`src/rtl/serial_pkg.sv`:
```
// Shared definitions for the byte serializer and its deserializer counterpart:
// the FSM state encoding and the default framing constants.
package serial_pkg;

  // Serializer FSM states, in byte-period order.
  typedef enum logic [1:0] {
    IDLE = 2'd0,
    POP  = 2'd1,
    SEND = 2'd2,
    GAP  = 2'd3
  } state_e;

  // Default framing constants, shared so that both ends of a loopback agree.
  localparam int DEF_DATA_WIDTH  = 8;
  localparam int DEF_LEN_WIDTH   = 4;
  localparam int DEF_HALF_CYCLES = 10;
  localparam int DEF_GAP_CYCLES  = 300;

endpackage

```
`src/rtl/bit_timer.sv`:
```
// Loadable down-counter with a terminal-count pulse. The counter decrements
// while enabled and parks at zero; tc_out is high for each enabled cycle in
// which the count is zero. A load takes priority over counting.
module bit_timer #(
  parameter int WIDTH = 4
) (
  input  logic             clock,
  input  logic             reset,
  input  logic             load_in,
  input  logic [WIDTH-1:0] load_value_in,
  input  logic             enable_in,
  output logic [WIDTH-1:0] count_out,
  output logic             tc_out
);

  logic [WIDTH-1:0] count_q;
  logic [WIDTH-1:0] count_d;

  // Next count: load, else decrement towards zero while enabled.
  always_comb begin
    count_d = count_q;
    if (load_in) begin
      count_d = load_value_in;
    end else if (enable_in && (count_q != '0)) begin
      count_d = count_q - WIDTH'(1);
    end
  end

  // Count register, cleared asynchronously.
  always_ff @(posedge clock or negedge reset) begin
    if (!reset) begin
      count_q <= '0;
    end else begin
      count_q <= count_d;
    end
  end

  assign count_out = count_q;
  assign tc_out    = enable_in && (count_q == '0);

endmodule

```
`src/rtl/byte_serializer.sv`:
```
// Drains a byte queue and emits each popped byte MSB-first as a strobed
// serial stream: per bit, write_out is high for HALF_CYCLES and low for
// HALF_CYCLES while serial_out holds the bit; each byte is followed by
// GAP_CYCLES of silence before the queue is looked at again.
//
// Queue handshake: dequeue_out is a one-cycle pop request. The queue pops on
// the rising edge that ends the cycle in which dequeue_out is high; data_in
// must hold the head word on that same edge, which is when it is captured.
// A pop is only requested from IDLE with enable_in = 1 and len_in != 0, so
// dequeue_out is never high on two consecutive cycles.
module byte_serializer
  import serial_pkg::*;
#(
  parameter int DATA_WIDTH  = DEF_DATA_WIDTH,
  parameter int LEN_WIDTH   = DEF_LEN_WIDTH,
  parameter int HALF_CYCLES = DEF_HALF_CYCLES,
  parameter int GAP_CYCLES  = DEF_GAP_CYCLES
) (
  input  logic                                clock,
  input  logic                                reset,
  input  logic                                enable_in,
  input  logic [LEN_WIDTH-1:0]                len_in,
  input  logic [DATA_WIDTH-1:0]               data_in,
  output logic                                dequeue_out,
  output logic                                serial_out,
  output logic                                write_out,
  output logic                                busy_out,
  output logic [7:0]                          sent_count_out,
  output state_e                              dbg_state_out,
  output logic [$clog2(GAP_CYCLES+1)-1:0]     dbg_gap_count_out
);

  localparam int BIT_TW = $clog2(2 * HALF_CYCLES);
  localparam int GAP_TW = $clog2(GAP_CYCLES + 1);
  localparam int IDX_W  = $clog2(DATA_WIDTH);

  // The bit timer counts a bit period down from 2*HALF_CYCLES-1 to 0; the
  // first HALF_CYCLES counts of that range are the strobe-high half.
  localparam logic [BIT_TW-1:0] BIT_LOAD = BIT_TW'(2 * HALF_CYCLES - 1);
  localparam logic [BIT_TW-1:0] HALF_V   = BIT_TW'(HALF_CYCLES);
  localparam logic [GAP_TW-1:0] GAP_LOAD = GAP_TW'(GAP_CYCLES - 1);
  localparam logic [IDX_W-1:0]  LAST_IDX = IDX_W'(DATA_WIDTH - 1);

  state_e                  state_q,   state_d;
  logic [DATA_WIDTH-1:0]   shift_q,   shift_d;
  logic [IDX_W-1:0]        bit_idx_q, bit_idx_d;
  logic [7:0]              sent_q,    sent_d;
  logic                    deq_q,     deq_d;
  logic                    serial_q,  serial_d;
  logic                    write_q,   write_d;
  logic                    busy_q,    busy_d;

  logic                    bit_load;
  logic                    bit_tc;
  logic [BIT_TW-1:0]       bit_count;
  logic                    gap_load;
  logic                    gap_tc;
  logic [GAP_TW-1:0]       gap_count;

  // Bit-period timer: runs only while sending, reloaded at every bit start.
  bit_timer #(
    .WIDTH (BIT_TW)
  ) u_bit_timer (
    .clock         (clock),
    .reset         (reset),
    .load_in       (bit_load),
    .load_value_in (BIT_LOAD),
    .enable_in     (state_q == SEND),
    .count_out     (bit_count),
    .tc_out        (bit_tc)
  );

  // Inter-byte gap timer: loaded when the last bit completes.
  bit_timer #(
    .WIDTH (GAP_TW)
  ) u_gap_timer (
    .clock         (clock),
    .reset         (reset),
    .load_in       (gap_load),
    .load_value_in (GAP_LOAD),
    .enable_in     (state_q == GAP),
    .count_out     (gap_count),
    .tc_out        (gap_tc)
  );

  // Next-state logic; outputs are derived from the next state so that every
  // output leaves a flop.
  always_comb begin
    state_d   = state_q;
    shift_d   = shift_q;
    bit_idx_d = bit_idx_q;
    sent_d    = sent_q;
    deq_d     = 1'b0;
    bit_load  = 1'b0;
    gap_load  = 1'b0;

    case (state_q)
      IDLE: begin
        // Enable and occupancy are only looked at here.
        if (enable_in && (len_in != '0)) begin
          state_d = POP;
          deq_d   = 1'b1;
        end
      end
      POP: begin
        // The queue pops on this edge; capture its head at the same time.
        state_d   = SEND;
        shift_d   = data_in;
        bit_idx_d = '0;
        bit_load  = 1'b1;
      end
      SEND: begin
        if (bit_tc) begin
          shift_d = {shift_q[DATA_WIDTH-2:0], 1'b0};
          if (bit_idx_q == LAST_IDX) begin
            state_d   = GAP;
            gap_load  = 1'b1;
            bit_idx_d = '0;
            sent_d    = sent_q + 8'd1;
          end else begin
            bit_idx_d = bit_idx_q + IDX_W'(1);
            bit_load  = 1'b1;
          end
        end
      end
      GAP: begin
        if (gap_tc) begin
          state_d = IDLE;
        end
      end
      default: begin
        state_d = IDLE;
      end
    endcase

    busy_d   = (state_d != IDLE);
    serial_d = (state_d == SEND) ? shift_d[DATA_WIDTH-1] : 1'b0;

    // Strobe for the coming cycle: high on the first cycle of a bit, and
    // otherwise while the decremented count is still in the upper half.
    write_d = 1'b0;
    if (state_d == SEND) begin
      if (bit_load) begin
        write_d = 1'b1;
      end else begin
        write_d = (bit_count > HALF_V);
      end
    end
  end

  // FSM, shift register, byte counter and registered outputs.
  always_ff @(posedge clock or negedge reset) begin
    if (!reset) begin
      state_q   <= IDLE;
      shift_q   <= '0;
      bit_idx_q <= '0;
      sent_q    <= '0;
      deq_q     <= 1'b0;
      serial_q  <= 1'b0;
      write_q   <= 1'b0;
      busy_q    <= 1'b0;
    end else begin
      state_q   <= state_d;
      shift_q   <= shift_d;
      bit_idx_q <= bit_idx_d;
      sent_q    <= sent_d;
      deq_q     <= deq_d;
      serial_q  <= serial_d;
      write_q   <= write_d;
      busy_q    <= busy_d;
    end
  end

  assign dequeue_out       = deq_q;
  assign serial_out        = serial_q;
  assign write_out         = write_q;
  assign busy_out          = busy_q;
  assign sent_count_out    = sent_q;
  assign dbg_state_out     = state_q;
  assign dbg_gap_count_out = gap_count;

endmodule

```
`config.mk`:
```
export PLATFORM = sky130hd
export DESIGN_NAME = byte_serializer
export DESIGN_NICKNAME = d
export VERILOG_FILES = /design/src/rtl/serial_pkg.sv /design/src/rtl/bit_timer.sv /design/src/rtl/byte_serializer.sv
export SDC_FILE = /design/constraint.sdc
export NUM_CORES = 1
export LEC_CHECK = 0
export CORE_MARGIN = 2
export CORE_UTILIZATION = 65
export DETAILED_ROUTE_END_ITERATION = 12
export DONT_BUFFER_PORTS = 1
export PLACE_DENSITY_LB_ADDON = 0.1
export RECOVER_POWER = 25
export SLEW_MARGIN = 20
export SYNTH_ARGS = -nofsm -noshare
export SYNTH_HDL_FRONTEND = slang
export SYNTH_HIERARCHICAL = 1
export SYNTH_SLANG_ARGS = --single-unit
```
`constraint.sdc`:
```
create_clock -name clock -period 9 [get_ports clock]
set_clock_uncertainty 0.2 [all_clocks]
set_input_delay 1.8 -clock clock [delete_from_list [all_inputs] [get_ports clock]]
set_output_delay 1.8 -clock clock [all_outputs]
set_load 0.05 [all_outputs]
```
==> results of run 1 <==
==> worst max-delay path by stage <==
stage,start,to,slack (ns)
final,dbg_state_out[0]$_DFF_PN0_,u_gap_timer/count_out[0]$_DFFE_PN0P_,4.93
after global routing,dbg_state_out[0]$_DFF_PN0_,u_gap_timer/count_out[0]$_DFFE_PN0P_,4.58
after CTS,dbg_state_out[0]$_DFF_PN0_,u_gap_timer/count_out[0]$_DFFE_PN0P_,4.95
after detailed placement,dbg_state_out[0]$_DFF_PN0_,u_gap_timer/count_out[0]$_DFFE_PN0P_,4.96
after global placement,dbg_state_out[0]$_DFF_PN0_,u_gap_timer/count_out[0]$_DFFE_PN0P_,5.21
after floorplan,dbg_state_out[0]$_DFF_PN0_,u_gap_timer/count_out[5]$_DFFE_PN0P_,5.76
==> state kept, by name, summed over array words and instances, names as in the netlist <==
| name | count |
|---|---|
| u_gap_timer/count_out | 9 |
| busy_out | 1 |
| bit_idx_q | 3 |
| u_bit_timer/count_out | 5 |
| serial_out | 1 |
| shift_q | 8 |
| dbg_state_out | 2 |
| dequeue_out | 1 |
| write_out | 1 |
| sent_count_out | 8 |
==> layout by cell type (no fill, tap or decap), types with 2 or more instances in the layout <==
master,count
sky130_fd_sc_hd__or4b_2,2
sky130_fd_sc_hd__a21oi_1,8
sky130_fd_sc_hd__ha_1,10
sky130_fd_sc_hd__or3_1,2
sky130_fd_sc_hd__nor2b_1,3
sky130_fd_sc_hd__nor4_1,3
sky130_fd_sc_hd__conb_1,14
sky130_fd_sc_hd__clkbuf_4,5
sky130_fd_sc_hd__nand2_1,33
sky130_fd_sc_hd__o211ai_1,5
sky130_fd_sc_hd__xnor2_1,6
sky130_fd_sc_hd__o21ai_0,13
sky130_fd_sc_hd__a22oi_1,7
sky130_fd_sc_hd__a22o_1,3
sky130_fd_sc_hd__or4_1,3
sky130_fd_sc_hd__nand2b_1,3
sky130_fd_sc_hd__nand4_1,2
sky130_fd_sc_hd__a31oi_1,3
sky130_fd_sc_hd__a21o_1,2
sky130_fd_sc_hd__nor3_1,2
sky130_fd_sc_hd__inv_1,14
sky130_fd_sc_hd__mux2_2,2
sky130_fd_sc_hd__nand3b_1,2
sky130_fd_sc_hd__dfrtp_1,39
sky130_fd_sc_hd__nor2_1,14
sky130_fd_sc_hd__a211oi_1,2
sky130_fd_sc_hd__nand3_1,2
==> power by group through the flow <==
stage                     combinational, mW  clock [mW]  sequential [mW]
after floorplan                       0.174           0            0.317
after global placement                0.203           0            0.325
after detailed placement              0.214           0            0.329
after CTS                             0.217       0.125            0.326
after global routing                  0.246       0.134            0.334
final                                 0.219       0.124            0.325
==> worst max-delay path, stage by stage, from the launching register on <==
cell and delay (ns):
sky130_fd_sc_hd__dfrtp_1 0.62, sky130_fd_sc_hd__inv_1 0.22, sky130_fd_sc_hd__ha_1 0.68, sky130_fd_sc_hd__or4bb_2 0.60, sky130_fd_sc_hd__nor2_1 0.45, sky130_fd_sc_hd__nand3_2 0.23, sky130_fd_sc_hd__inv_1 0.39, sky130_fd_sc_hd__inv_1 0.27
sky130_fd_sc_hd__o2111ai_1 0.17, sky130_fd_sc_hd__o211ai_1 0.12
==> per-layer routing <==
metal  global-route usage [%]  wire length [µm]  up-vias
li1                         -                 -      807
met3                     8.19               308        6
met5                        0                 0        -
met2                     39.7              2050       62
met4                     5.59                35        0
met1                     37.0              2000      823
==> stage by stage <==
stage	hold WS (ns)	util (%)	cells	setup WS, ns	instance area, µm²
after floorplan	0.250	-	233	5.76	2180
after global placement	0.266	71.6	270	5.21	2200
after detailed placement	0.275	71.6	270	4.96	2200
after CTS	0.307	74.4	278	4.95	2290
after global routing	0.333	74.4	278	4.58	2290
final	0.303	74.4	278	4.93	2290
==> cell families (layout without fill, tap and decap cells) <==
logic type	after synthesis	after routing	synth area share (%)
adders and majority gates	10	10	5.87
buffers and inverters	21	22	3.87
other	2	14	0.352
muxes	3	3	1.52
AOI/OAI and AO/OA	58	58	19.4
DFF	39	39	45.7
and+or+nand+nor	81	81	20.4
xor gates and xnor gates	7	7	2.87
==> final cells by class <==
| cell class | count | area [µm²] | area share (%) |
|---|---|---|---|
| flip-flops and latches | 39 | 976 | 42.6 |
| well taps | 44 | 55.1 | 2.40 |
| multi-input cells | 173 | 1120 | 48.9 |
| clock buffers | 6 | 51.3 | 2.24 |
| clock inverters | 2 | 35.0 | 1.53 |
| inverters | 14 | 52.6 | 2.30 |
==> flow_summary.rst, run 1 <==
.. list-table::
   :header-rows: 1

   * - Metric
     - Value
   * - Outcome
     - finished clean
   * - Final worst path period share
     - 45.2%
   * - List of most frequent post-synthesis cells
     - 39 x sky130_fd_sc_hd__dfrtp_1, 33 x sky130_fd_sc_hd__nand2_1, 14 x sky130_fd_sc_hd__inv_1, 14 x sky130_fd_sc_hd__nor2_1, 13 x sky130_fd_sc_hd__o21ai_0
   * - Source-to-sink clock delay at the later pin of the worst-skew pair
     - ~0.34 ns
   * - Req. time, crit path
     - approximately 9.0 ns
   * - Total chip power
     - 0.668 mW
   * - Predominant post-synthesis flop cell
     - sky130_fd_sc_hd__dfrtp_1
   * - Cts hold-fix bufs
     - 0
   * - Static leakage
     - about 1.0 nW
   * - Post-layout net count
     - 258
   * - Start point of the worst hold path
     - shift_q[3]$_DFFE_PN0P_
   * - Combinational power share
     - about a third
   * - Initial core utilization
     - slightly below 70%
   * - Number of flops mapped to enable cells by yosys
     - 0
   * - CTS root buffer
     - sky130_fd_sc_hd__clkbuf_4
   * - Post-CTS setup buffer count
     - 0
   * - Switching fraction of total power
     - between 40% and 50%
   * - Data arrival at the endpoint of the critical path
     - 4.10 ns
   * - Number of global-route vias before repair
     - ~1,600
   * - Fraction of layout cells with a size suffix above 1
     - a little under a tenth
   * - I/O pin count
     - 38
   * - CTS tree
     - built
   * - Library cells used by synthesis
     - 55
   * - IO buf count
     - 0
   * - Die Area
     - around 3800 µm²
   * - Weighted congestion at the end of routability-driven global placement
     - between 0.7 and 0.8
   * - Area leader, netlist
     - sky130_fd_sc_hd__dfrtp_1
   * - Most common cell in the netlist
     - sky130_fd_sc_hd__dfrtp_1
   * - VDD IR-drop max
     - ~0.21 mV
   * - Clock buffer depth
     - 2
   * - Worst-margin pin slew
     - ~0.80 ns
   * - Synth Warn #
     - 6
   * - Area share of the largest cell type after synthesis
     - 45.7%
   * - Internal portion of total power
     - 0.378 mW
   * - Iter 0 DRT Violations
     - 126
   * - # rows
     - 20
   * - Vias after detailed routing
     - around 1,700
   * - Global-route usage over all layers
     - a little over a quarter
   * - Aggregate global routing overflow
     - 0
   * - Crit Reg-Reg Endpoint
     - u_gap_timer/count_out[0]$_DFFE_PN0P_
   * - Part of the Yosys area used for sequential elements
     - between 40% and 50%
   * - Number of sinks driven by the clock tree
     - 39
   * - Crit path launch type
     - register
   * - Worst hold path endpoint
     - shift_q[3]$_DFFE_PN0P_
   * - First-pass GRT wire length
     - approximately 7.2 mm
   * - Classification of the worst-slack hold path
     - reg -> reg
   * - CORE AREA
     - between 3000 and 4000 µm²
   * - Accumulated negative setup slack
     - 0 ns
   * - Maximum achievable frequency
     - 0.246 GHz
   * - Final Hold Violating Endpoints
     - 0
   * - CP Capture Type
     - register
   * - Per-cell routed wire length
     - roughly 16 µm
   * - Critical path start-end classification
     - reg -> reg
   * - Number of clock buffers inserted by TritonCTS
     - 5
   * - Critical-path maximum fanout
     - 23
   * - Setup slack of the most critical reg-to-reg path
     - 4.93 ns
   * - RSZ-0062 raised after global routing
     - false
   * - Relative area change from synthesis to final layout
     - 7.33%
   * - Dominant cells by area after synthesis
     - sky130_fd_sc_hd__dfrtp_1 46%, sky130_fd_sc_hd__ha_1 5.9%, sky130_fd_sc_hd__nand2_1 5.8%
   * - Mapped Cells
     - approximately 220
   * - Horizontal extent of the die
     - 61.3 µm
   * - Post-synthesis sequential element count
     - 39
   * - Antenna fix cells
     - 0
   * - Hold Path Depth
     - 2
   * - Number of nets still failing antenna checks after routing
     - 0
   * - Number of gates resized after cts
     - 0
   * - Worst rel slew slack
     - 46.3%
   * - Fraction of registers with async set/reset
     - 100%
   * - Total length of routed wires
     - around 4.4 mm
   * - Antenna violations before repair
     - 0
   * - Switching component of the power
     - 0.289 mW
   * - Worst r2r src
     - dbg_state_out[0]$_DFF_PN0_
   * - Final period demand of the worst path
     - between 4 and 5 ns
   * - Total of max-cap violations
     - 0
   * - Post-Syn Area
     - ~2100 µm²
   * - Number of search-and-repair iterations in the first detailed-routing pass
     - 4
   * - Cell count of the worst reg-to-reg path
     - 9
   * - Number of levels the H-tree was split into
     - 2
   * - Syn_area_per_cell
     - about 9.7 µm²
   * - Clock Power Share
     - 18.6%
   * - Maximum number of pins on one net before global-route repair
     - 40
   * - Clock-pin slew reported for the worst setup and hold paths after clock tree synthesis
     - approximately 0.12 ns
   * - Number of pins exceeding their max-slew limit in the final report
     - 0
   * - Final setup violation count
     - 0
   * - Die outline height
     - around 60 µm
   * - Per-cell via count in the routed design
     - ~6.1
   * - Filler cells
     - 233
   * - DRC viols
     - 0
   * - Areal power density over the cells
     - approximately 300 nW/µm²
   * - DP Wirelength
     - about 3.1 mm
   * - Reg power frac
     - approximately half
Power figures use the tool's default switching activity.
==> run 2, diff against run 1 <==
--- a/config.mk
+++ b/config.mk
@@ -6,7 +6,7 @@
 export NUM_CORES = 1
 export LEC_CHECK = 0
 export CORE_MARGIN = 2
-export CORE_UTILIZATION = 65
+export CORE_UTILIZATION = 62
 export DETAILED_ROUTE_END_ITERATION = 12
 export DONT_BUFFER_PORTS = 1
 export PLACE_DENSITY_LB_ADDON = 0.1
==> constraint.sdc (replaced) <==
create_clock -name clock -period 4 [get_ports clock]
set_clock_uncertainty 0.2 [all_clocks]
set_input_delay 0.8 -clock clock [delete_from_list [all_inputs] [get_ports clock]]
set_output_delay 0.8 -clock clock [all_outputs]
set_load 0.05 [all_outputs]
==> run 2 against run 1 <==
  * Largest cell class unchanged
  * The flow now finishes with violations (capacitance limit, slew limit)
  * Register-to-register slack got worse by 4.3 ns
  * Design area stayed put
  * Combinational power rose to 2.6 times the previous value
  * Via count rose by 1.1%
  * Utilization fell by 5.2 points
  * Global-route usage is 1.3 points lower
  * Die area increased by 4.5%
  * Critical path depth did not move
  * Non-clock buffer count rose by 4
  * Count of clock-buffer cells in the layout decreased by 1
  * Cell count rose by 2.2%
  * Sequential power grew 110%
==> flow_summary.rst, run 2 (same netlist as run 1, synthesis figures left out) <==
.. list-table::
   :header-rows: 1

   * - Metric
     - Value
   * - DRC viols
     - 0 (unchanged)
   * - Standard cell area after detailed placement
     - 2230 µm² (+1.1%)
   * - Req. time, crit path
     - 4.04 ns (-4.99 ns)
   * - Number of search-and-repair iterations in the first detailed-routing pass
     - 4 (unchanged)
   * - Number of pins exceeding their max-slew limit in the final report
     - 40 (+40)
   * - # rows
     - 21 (+5.0%)
   * - Per-cell via count in the routed design
     - 6.05 (-1.0%)
   * - Accumulated negative setup slack
     - 0 ns (unchanged)
   * - Final setup violation count
     - 0 (unchanged)
   * - Crit path launch type
     - register
   * - Iter 0 DRT Violations
     - 91 (-28%)
   * - Post-CTS setup buffer count
     - 0 (unchanged)
   * - Worst rel slew slack
     - -35.3% (-82 points)
   * - Final standard cell area without fillers
     - 2290 µm² (unchanged)
   * - Aggregate global routing overflow
     - 0 (unchanged)
   * - Number of global-route vias before repair
     - 1,620 (+4.0%)
   * - Number of nets still failing antenna checks after routing
     - 0 (unchanged)
   * - Weighted congestion at the end of routability-driven global placement
     - 0.848 (+7.2%)
   * - Critical-path maximum fanout
     - 16 (-30%)
   * - Max reg flops
     - 9 (unchanged)
   * - Initial core utilization
     - 64.4% (-4.9 points)
   * - CTS tree
     - built
   * - Maximum achievable frequency
     - 0.300 GHz (+22%)
   * - Relative area change from synthesis to final layout
     - 7.33% (unchanged)
   * - Final period demand of the worst path
     - 3.33 ns (-0.738 ns)
   * - CORE AREA
     - 3310 µm² (+7.6%)
   * - First-pass GRT wire length
     - 7.68 mm (+6.9%)
   * - Outcome
     - finished, violations left
   * - Vias after detailed routing
     - 1,717 (+1.1%)
   * - CP Capture Type
     - register
   * - Worst-margin pin slew
     - 2.03 ns (+1.23 ns)
   * - Final worst path period share
     - 83.2% (+38 points)
   * - Failing checks
     - capacitance limit, slew limit
   * - I/O pin count
     - 38 (unchanged)
   * - Filler cells
     - 261 (+12%)
   * - CTS root buffer
     - sky130_fd_sc_hd__clkbuf_4
   * - Per-cell routed wire length
     - 16.1 µm (+2.0%)
   * - Number of levels the H-tree was split into
     - 2 (unchanged)
   * - Fraction of the core area covered by cells at the end of the flow
     - 69.2% (-5.2 points)
   * - Highest-count cells in the layout ignoring fill and taps
     - 39 x sky130_fd_sc_hd__dfrtp_1, 33 x sky130_fd_sc_hd__nand2_1, 14 x sky130_fd_sc_hd__inv_1, 14 x sky130_fd_sc_hd__nor2_1, 14 x sky130_fd_sc_hd__conb_1
   * - PnR worst setup slack
     - 0.672 ns (-4.26 ns)
   * - Areal power density over the cells
     - 637 nW/µm² (+120%)
   * - Total of max-cap violations
     - 1 (+1)
   * - Most frequent standard cell in the layout excluding fill and tap cells
     - sky130_fd_sc_hd__dfrtp_1
   * - Clock-pin slew reported for the worst setup and hold paths after clock tree synthesis
     - 0.13 ns (about the same)
   * - Antenna fix cells
     - 0 (unchanged)
   * - Classification of the worst-slack hold path
     - reg -> reg
   * - Placed cells
     - 275 (+1.9%)
   * - Global-route usage over all layers
     - 24.8% (-1.3 points)
   * - RSZ-0062 raised after global routing
     - false
   * - Number of clock buffers inserted by TritonCTS
     - 5 (unchanged)
   * - Antenna violations before repair
     - 0 (unchanged)
   * - Final Instance Count excl. Fillers
     - 284 (+2.2%)
   * - Post-layout net count
     - 262 (+1.6%)
   * - VDD IR-drop max
     - 0.331 mV (+57%)
   * - Total length of routed wires
     - 4.57 mm (+4.2%)
   * - Final Hold Violating Endpoints
     - 0 (unchanged)
   * - Die outline height
     - 62.7 µm (+2.2%)
   * - Fraction of layout cells with a size suffix above 1
     - 10.5% (+1.1 points)
   * - Data arrival at the endpoint of the critical path
     - 3.36 ns (-0.74 ns)
   * - Maximum number of pins on one net before global-route repair
     - 40 (unchanged)
   * - Worst-case setup slack after placement
     - 0.761 ns (-4.20 ns)
   * - Source-to-sink clock delay at the later pin of the worst-skew pair
     - 0.36 ns (+0.02 ns)
   * - Horizontal extent of the die
     - 62.7 µm (+2.2%)
   * - Static leakage
     - 1.01 nW (-0.46%)
   * - Clock buffer depth
     - 2 (unchanged)
   * - Die Area
     - 3930 µm² (+4.5%)
   * - DP Wirelength
     - 3.29 mm (+5.2%)
   * - Minimum hold slack
     - 0.294 ns (-0.00836 ns)
   * - Critical path start-end classification
     - reg -> reg
   * - Total chip power
     - 1.46 mW (+120%)
   * - Number of sinks driven by the clock tree
     - 39 (unchanged)
   * - IO buf count
     - 0 (unchanged)
## run 2: path summary, 6_finish.rpt
path                            depth (start not counted)                                    to                                 start  slack, ns
max in group asynchronous                               1  u_bit_timer/count_out[0]$_DFFE_PN0P_                                 reset       1.63
worst min-delay path                                    2                shift_q[5]$_DFFE_PN0P_                shift_q[5]$_DFFE_PN0P_       0.29
worst max register to register                          9  u_gap_timer/count_out[0]$_DFFE_PN0P_  u_bit_timer/count_out[0]$_DFFE_PN0P_       0.67
worst max-delay path                                    9  u_gap_timer/count_out[0]$_DFFE_PN0P_  u_bit_timer/count_out[0]$_DFFE_PN0P_       0.67
min in group asynchronous                               1            dbg_state_out[1]$_DFF_PN0_                                 reset       0.81
worst min register to register                          2                shift_q[5]$_DFFE_PN0P_                shift_q[5]$_DFFE_PN0P_       0.29
## run 2: metal layers
metal | vias to the layer above | part of all wire, % | global-route usage (%)
li1 | 816 | - | -
met1 | 817 | 42 | 32.3
met2 | 71 | 49 | 40.5
met3 | 13 | 7.1 | 6.13
met4 | 0 | 2.1 | 9.17
met5 | - | 0 | 0
## run 2: timing repair
action                                 CTS  global route
hold buffers                             1             0
gates resized for setup                  0             0
endpoints found under the hold margin   39             0
## run 2: final cells by class
cell class / instances / area (µm²) / share of cell area [%]
flip-flops and latches: 39 / 976 / 42.6
clock inverters: 3 / 20.0 / 0.874
repair buffers: 4 / 26.3 / 1.15
well taps: 46 / 57.6 / 2.51
inverters: 14 / 52.6 / 2.30
multi-input cells: 173 / 1120 / 48.9
clock buffers: 5 / 37.5 / 1.64
## run 2: critical path, stage by stage (launching register included)
cell and delay (ns):
sky130_fd_sc_hd__dfrtp_1 0.41, sky130_fd_sc_hd__inv_1 0.10, sky130_fd_sc_hd__ha_1 0.19, sky130_fd_sc_hd__or4bb_2 0.63
sky130_fd_sc_hd__nor2_1 0.45, sky130_fd_sc_hd__nand3_2 0.25, sky130_fd_sc_hd__inv_1 0.40, sky130_fd_sc_hd__inv_1 0.27
sky130_fd_sc_hd__o2111ai_1 0.19, sky130_fd_sc_hd__o211ai_1 0.13
## run 2: power by group
| group | internal [mW] | switching [mW] | total, mW |
|---|---|---|---|
| Combinational | 0.220 | 0.342 | 0.563 |
| Clock | 0.0671 | 0.136 | 0.204 |
| Sequential | 0.499 | 0.192 | 0.691 |
==> run 3, diff against run 2 <==
==> constraint.sdc (replaced) <==
create_clock -name clock -period 3.25 [get_ports clock]
set_clock_uncertainty 0.2 [all_clocks]
set_input_delay 0.65 -clock clock [delete_from_list [all_inputs] [get_ports clock]]
set_output_delay 0.65 -clock clock [all_outputs]
set_load 0.05 [all_outputs]
==> run 3 against run 2 <==
  * The run still ends with capacitance limit, slew limit left
  * Global-route usage is 0.92 points higher
  * Largest power group unchanged
  * Register-to-register slack worse by 0.26 ns
  * Combinational power is 24% higher
  * Non-clock buffer count is 5 higher
  * Clock power is 99% higher
  * Sequential power is 22% higher
  * Utilization is 2.8 points higher
  * Critical path depth stayed put
  * Die area stayed put
  * Count of clock-buffer cells in the layout is 1 higher
  * Via count is 0.52% lower
==> flow_summary.rst, run 3 (same netlist as run 1, synthesis figures left out) <==
.. list-table::
   :header-rows: 1

   * - Metric
     - Value
   * - Outcome
     - finished, violations left
   * - Failing checks
     - capacitance limit, slew limit
   * - # rows
     - 21 (unchanged)
   * - CP Capture Type
     - register
   * - Final period demand of the worst path
     - 2.84 ns (-0.492 ns)
   * - Worst rel slew slack
     - -13.7% (+22 points)
   * - Maximum achievable frequency
     - 0.353 GHz (+17%)
   * - Number of pins exceeding their max-slew limit in the final report
     - 40 (unchanged)
   * - Cell count of the worst reg-to-reg path
     - 9 (unchanged)
   * - Req. time, crit path
     - 3.28 ns (-0.76 ns)
   * - Antenna violations before repair
     - 0 (unchanged)
   * - Total length of routed wires
     - 4.63 mm (+1.2%)
   * - Hold Path Depth
     - 2 (unchanged)
   * - Aggregate global routing overflow
     - 0 (unchanged)
   * - Die Area
     - 3930 µm² (unchanged)
   * - Number of nets still failing antenna checks after routing
     - 0 (unchanged)
   * - CORE AREA
     - 3310 µm² (unchanged)
   * - Vias after detailed routing
     - 1,708 (-0.52%)
   * - Critical path start-end classification
     - reg -> reg
   * - Iter 0 DRT Violations
     - 112 (+23%)
   * - Post-layout net count
     - 267 (+1.9%)
   * - CTS tree
     - built
   * - Total of max-cap violations
     - 1 (unchanged)
   * - Final Instance Count excl. Fillers
     - 289 (+1.8%)
   * - Reg power frac
     - 43.4% (-4.0 points)
   * - Antenna fix cells
     - 0 (unchanged)
   * - Weighted congestion at the end of routability-driven global placement
     - 0.864 (+1.9%)
   * - Static leakage
     - 1.07 nW (+6.0%)
   * - Number of gates resized after cts
     - 0 (unchanged)
   * - Final standard cell area without fillers
     - 2380 µm² (+4.0%)
   * - Maximum number of pins on one net before global-route repair
     - 40 (unchanged)
   * - Horizontal extent of the die
     - 62.7 µm (unchanged)
   * - Final worst path period share
     - 87.3% (+4.1 points)
   * - Source-to-sink clock delay at the later pin of the worst-skew pair
     - 0.34 ns (-0.02 ns)
   * - Standard cell area after detailed placement
     - 2260 µm² (+1.3%)
   * - Number of search-and-repair iterations in the first detailed-routing pass
     - 4 (unchanged)
   * - Per-cell routed wire length
     - 16.0 µm (-0.51%)
   * - Minimum hold slack
     - 0.215 ns (-0.0795 ns)
   * - Areal power density over the cells
     - 817 nW/µm² (+28%)
   * - First-pass GRT wire length
     - 8.02 mm (+4.4%)
   * - Most frequent standard cell in the layout excluding fill and tap cells
     - sky130_fd_sc_hd__dfrtp_1
   * - Relative area change from synthesis to final layout
     - 11.7%
   * - Post-CTS setup buffer count
     - 0 (unchanged)
   * - RSZ-0062 raised after global routing
     - false
   * - Global-route usage over all layers
     - 25.8% (+0.92 points)
   * - Clock Power Share
     - 20.8% (+6.8 points)
   * - Initial core utilization
     - 64.4% (unchanged)
   * - Clock-pin slew reported for the worst setup and hold paths after clock tree synthesis
     - 0.12 ns (about the same)
   * - Number of clock buffers inserted by TritonCTS
     - 5 (unchanged)
   * - Worst-margin pin slew
     - 1.71 ns (-0.324 ns)
   * - Classification of the worst-slack hold path
     - in -> reg
   * - Internal portion of total power
     - 1.13 mW (+44%)
   * - Switching fraction of total power
     - 42.0% (-4.1 points)
   * - DP Wirelength
     - 3.13 mm (-4.9%)
   * - Accumulated negative setup slack
     - 0 ns (unchanged)
   * - VDD IR-drop max
     - 0.447 mV (+35%)
   * - Combinational power share
     - 35.8% (-2.8 points)
   * - Die outline height
     - 62.7 µm (unchanged)
   * - Max reg flops
     - 9 (unchanged)
   * - Placed cells
     - 279 (+1.5%)
   * - Switching component of the power
     - 0.818 mW (+22%)
   * - I/O pin count
     - 38 (unchanged)
   * - Data arrival at the endpoint of the critical path
     - 2.87 ns (-0.49 ns)
   * - Critical-path maximum fanout
     - 11 (-5)
   * - Number of levels the H-tree was split into
     - 2 (unchanged)
   * - Per-cell via count in the routed design
     - 5.91 (-2.2%)
   * - IO buf count
     - 0 (unchanged)
   * - Fraction of layout cells with a size suffix above 1
     - 11.5% (+1.0 points)
   * - Crit path launch type
     - register
   * - Final setup violation count
     - 0 (unchanged)
   * - Clock buffer depth
     - 2 (unchanged)
   * - DRC viols
     - 0 (unchanged)
   * - Final Hold Violating Endpoints
     - 0 (unchanged)
   * - Number of sinks driven by the clock tree
     - 39 (unchanged)
   * - Number of global-route vias before repair
     - 1,721 (+6.2%)
   * - CTS root buffer
     - sky130_fd_sc_hd__clkbuf_4
   * - Highest-count cells in the layout ignoring fill and taps
     - 39 x sky130_fd_sc_hd__dfrtp_1, 33 x sky130_fd_sc_hd__nand2_1, 14 x sky130_fd_sc_hd__inv_1, 14 x sky130_fd_sc_hd__nor2_1, 14 x sky130_fd_sc_hd__conb_1
## run 3: cell types whose count changed in the layout (fill, tap and decap cells not counted), sizes merged
cell,previous run,this run
dlygate4sd3,0,1
bufinv,0,2
clkinvlp,2,0
clkinv,1,0
buf,3,7
dlymetal6s4s,0,1
## run 3: critical path: stages (launching register included)
cell and delay, ns:
sky130_fd_sc_hd__dfrtp_1 0.42, sky130_fd_sc_hd__inv_1 0.10, sky130_fd_sc_hd__ha_1 0.20, sky130_fd_sc_hd__or4bb_2 0.64
sky130_fd_sc_hd__nor2_1 0.22, sky130_fd_sc_hd__nand3_2 0.18, sky130_fd_sc_hd__inv_1 0.24, sky130_fd_sc_hd__inv_1 0.23
sky130_fd_sc_hd__o311ai_0 0.19, sky130_fd_sc_hd__nand2_1 0.10
## run 3: final timing paths
| kind | startpoint | endpoint | slack, ns |
|---|---|---|---|
| worst max register to register | u_bit_timer/count_out[0]$_DFFE_PN0P_ | u_gap_timer/count_out[8]$_DFFE_PN0P_ | 0.41 |
| worst min register to register | shift_q[5]$_DFFE_PN0P_ | shift_q[5]$_DFFE_PN0P_ | 0.30 |
| worst min-delay path | enable_in | dequeue_out$_DFF_PN0_ | 0.21 |
| worst max-delay path | u_bit_timer/count_out[0]$_DFFE_PN0P_ | u_gap_timer/count_out[8]$_DFFE_PN0P_ | 0.41 |
| min in group asynchronous | reset | write_out$_DFF_PN0_ | 1.20 |
| max in group asynchronous | reset | sent_count_out[5]$_DFFE_PN0P_ | 0.67 |
## run 3: layout make-up
type | count | area, µm²
multi-input cells | 173 | 1120
flip-flops and latches | 39 | 976
fillers | 258 | 928
repair buffers | 9 | 75.1
clock inverters | 2 | 60.1
well taps | 46 | 57.6
inverters | 14 | 52.6
clock buffers | 6 | 41.3
## run 3: power groups by stage
stage,logic [mW],clock network (mW),registers [mW]
after global routing,0.782,0.436,0.863
after CTS,0.693,0.411,0.844
after global placement,0.646,0,0.844
after floorplan,0.481,0,0.878
final,0.696,0.405,0.846
after detailed placement,0.676,0,0.855
## run 3: repair_timing
action,4_1_cts,5_1_grt
hold endpoints to repair,39,0
setup endpoints to repair,0,0
hold buffers,2,0
## run 3: per-stage QoR
| stage | utilization (%) | setup WS (ns) | total power, mW |
|---|---|---|---|
| 3_3_place_gp | 68.2 | 0.662 | 1.49 |
| 3_5_place_dp | 68.2 | 0.524 | 1.53 |
| 6_report | 72.0 | 0.414 | 1.95 |
| 4_1_cts | 72.2 | 0.464 | 1.95 |
| 5_1_grt | 72.0 | 0.209 | 2.08 |
| 2_1_floorplan | - | 0.00662 | 1.36 |
## run 3: routing by layer
layer / part of all wire, % / track usage (%)
met4: 1.4 / 6.67
met5: 0 / 0
met3: 6.5 / 7.75
met1: 44 / 32.9
met2: 48 / 42.9
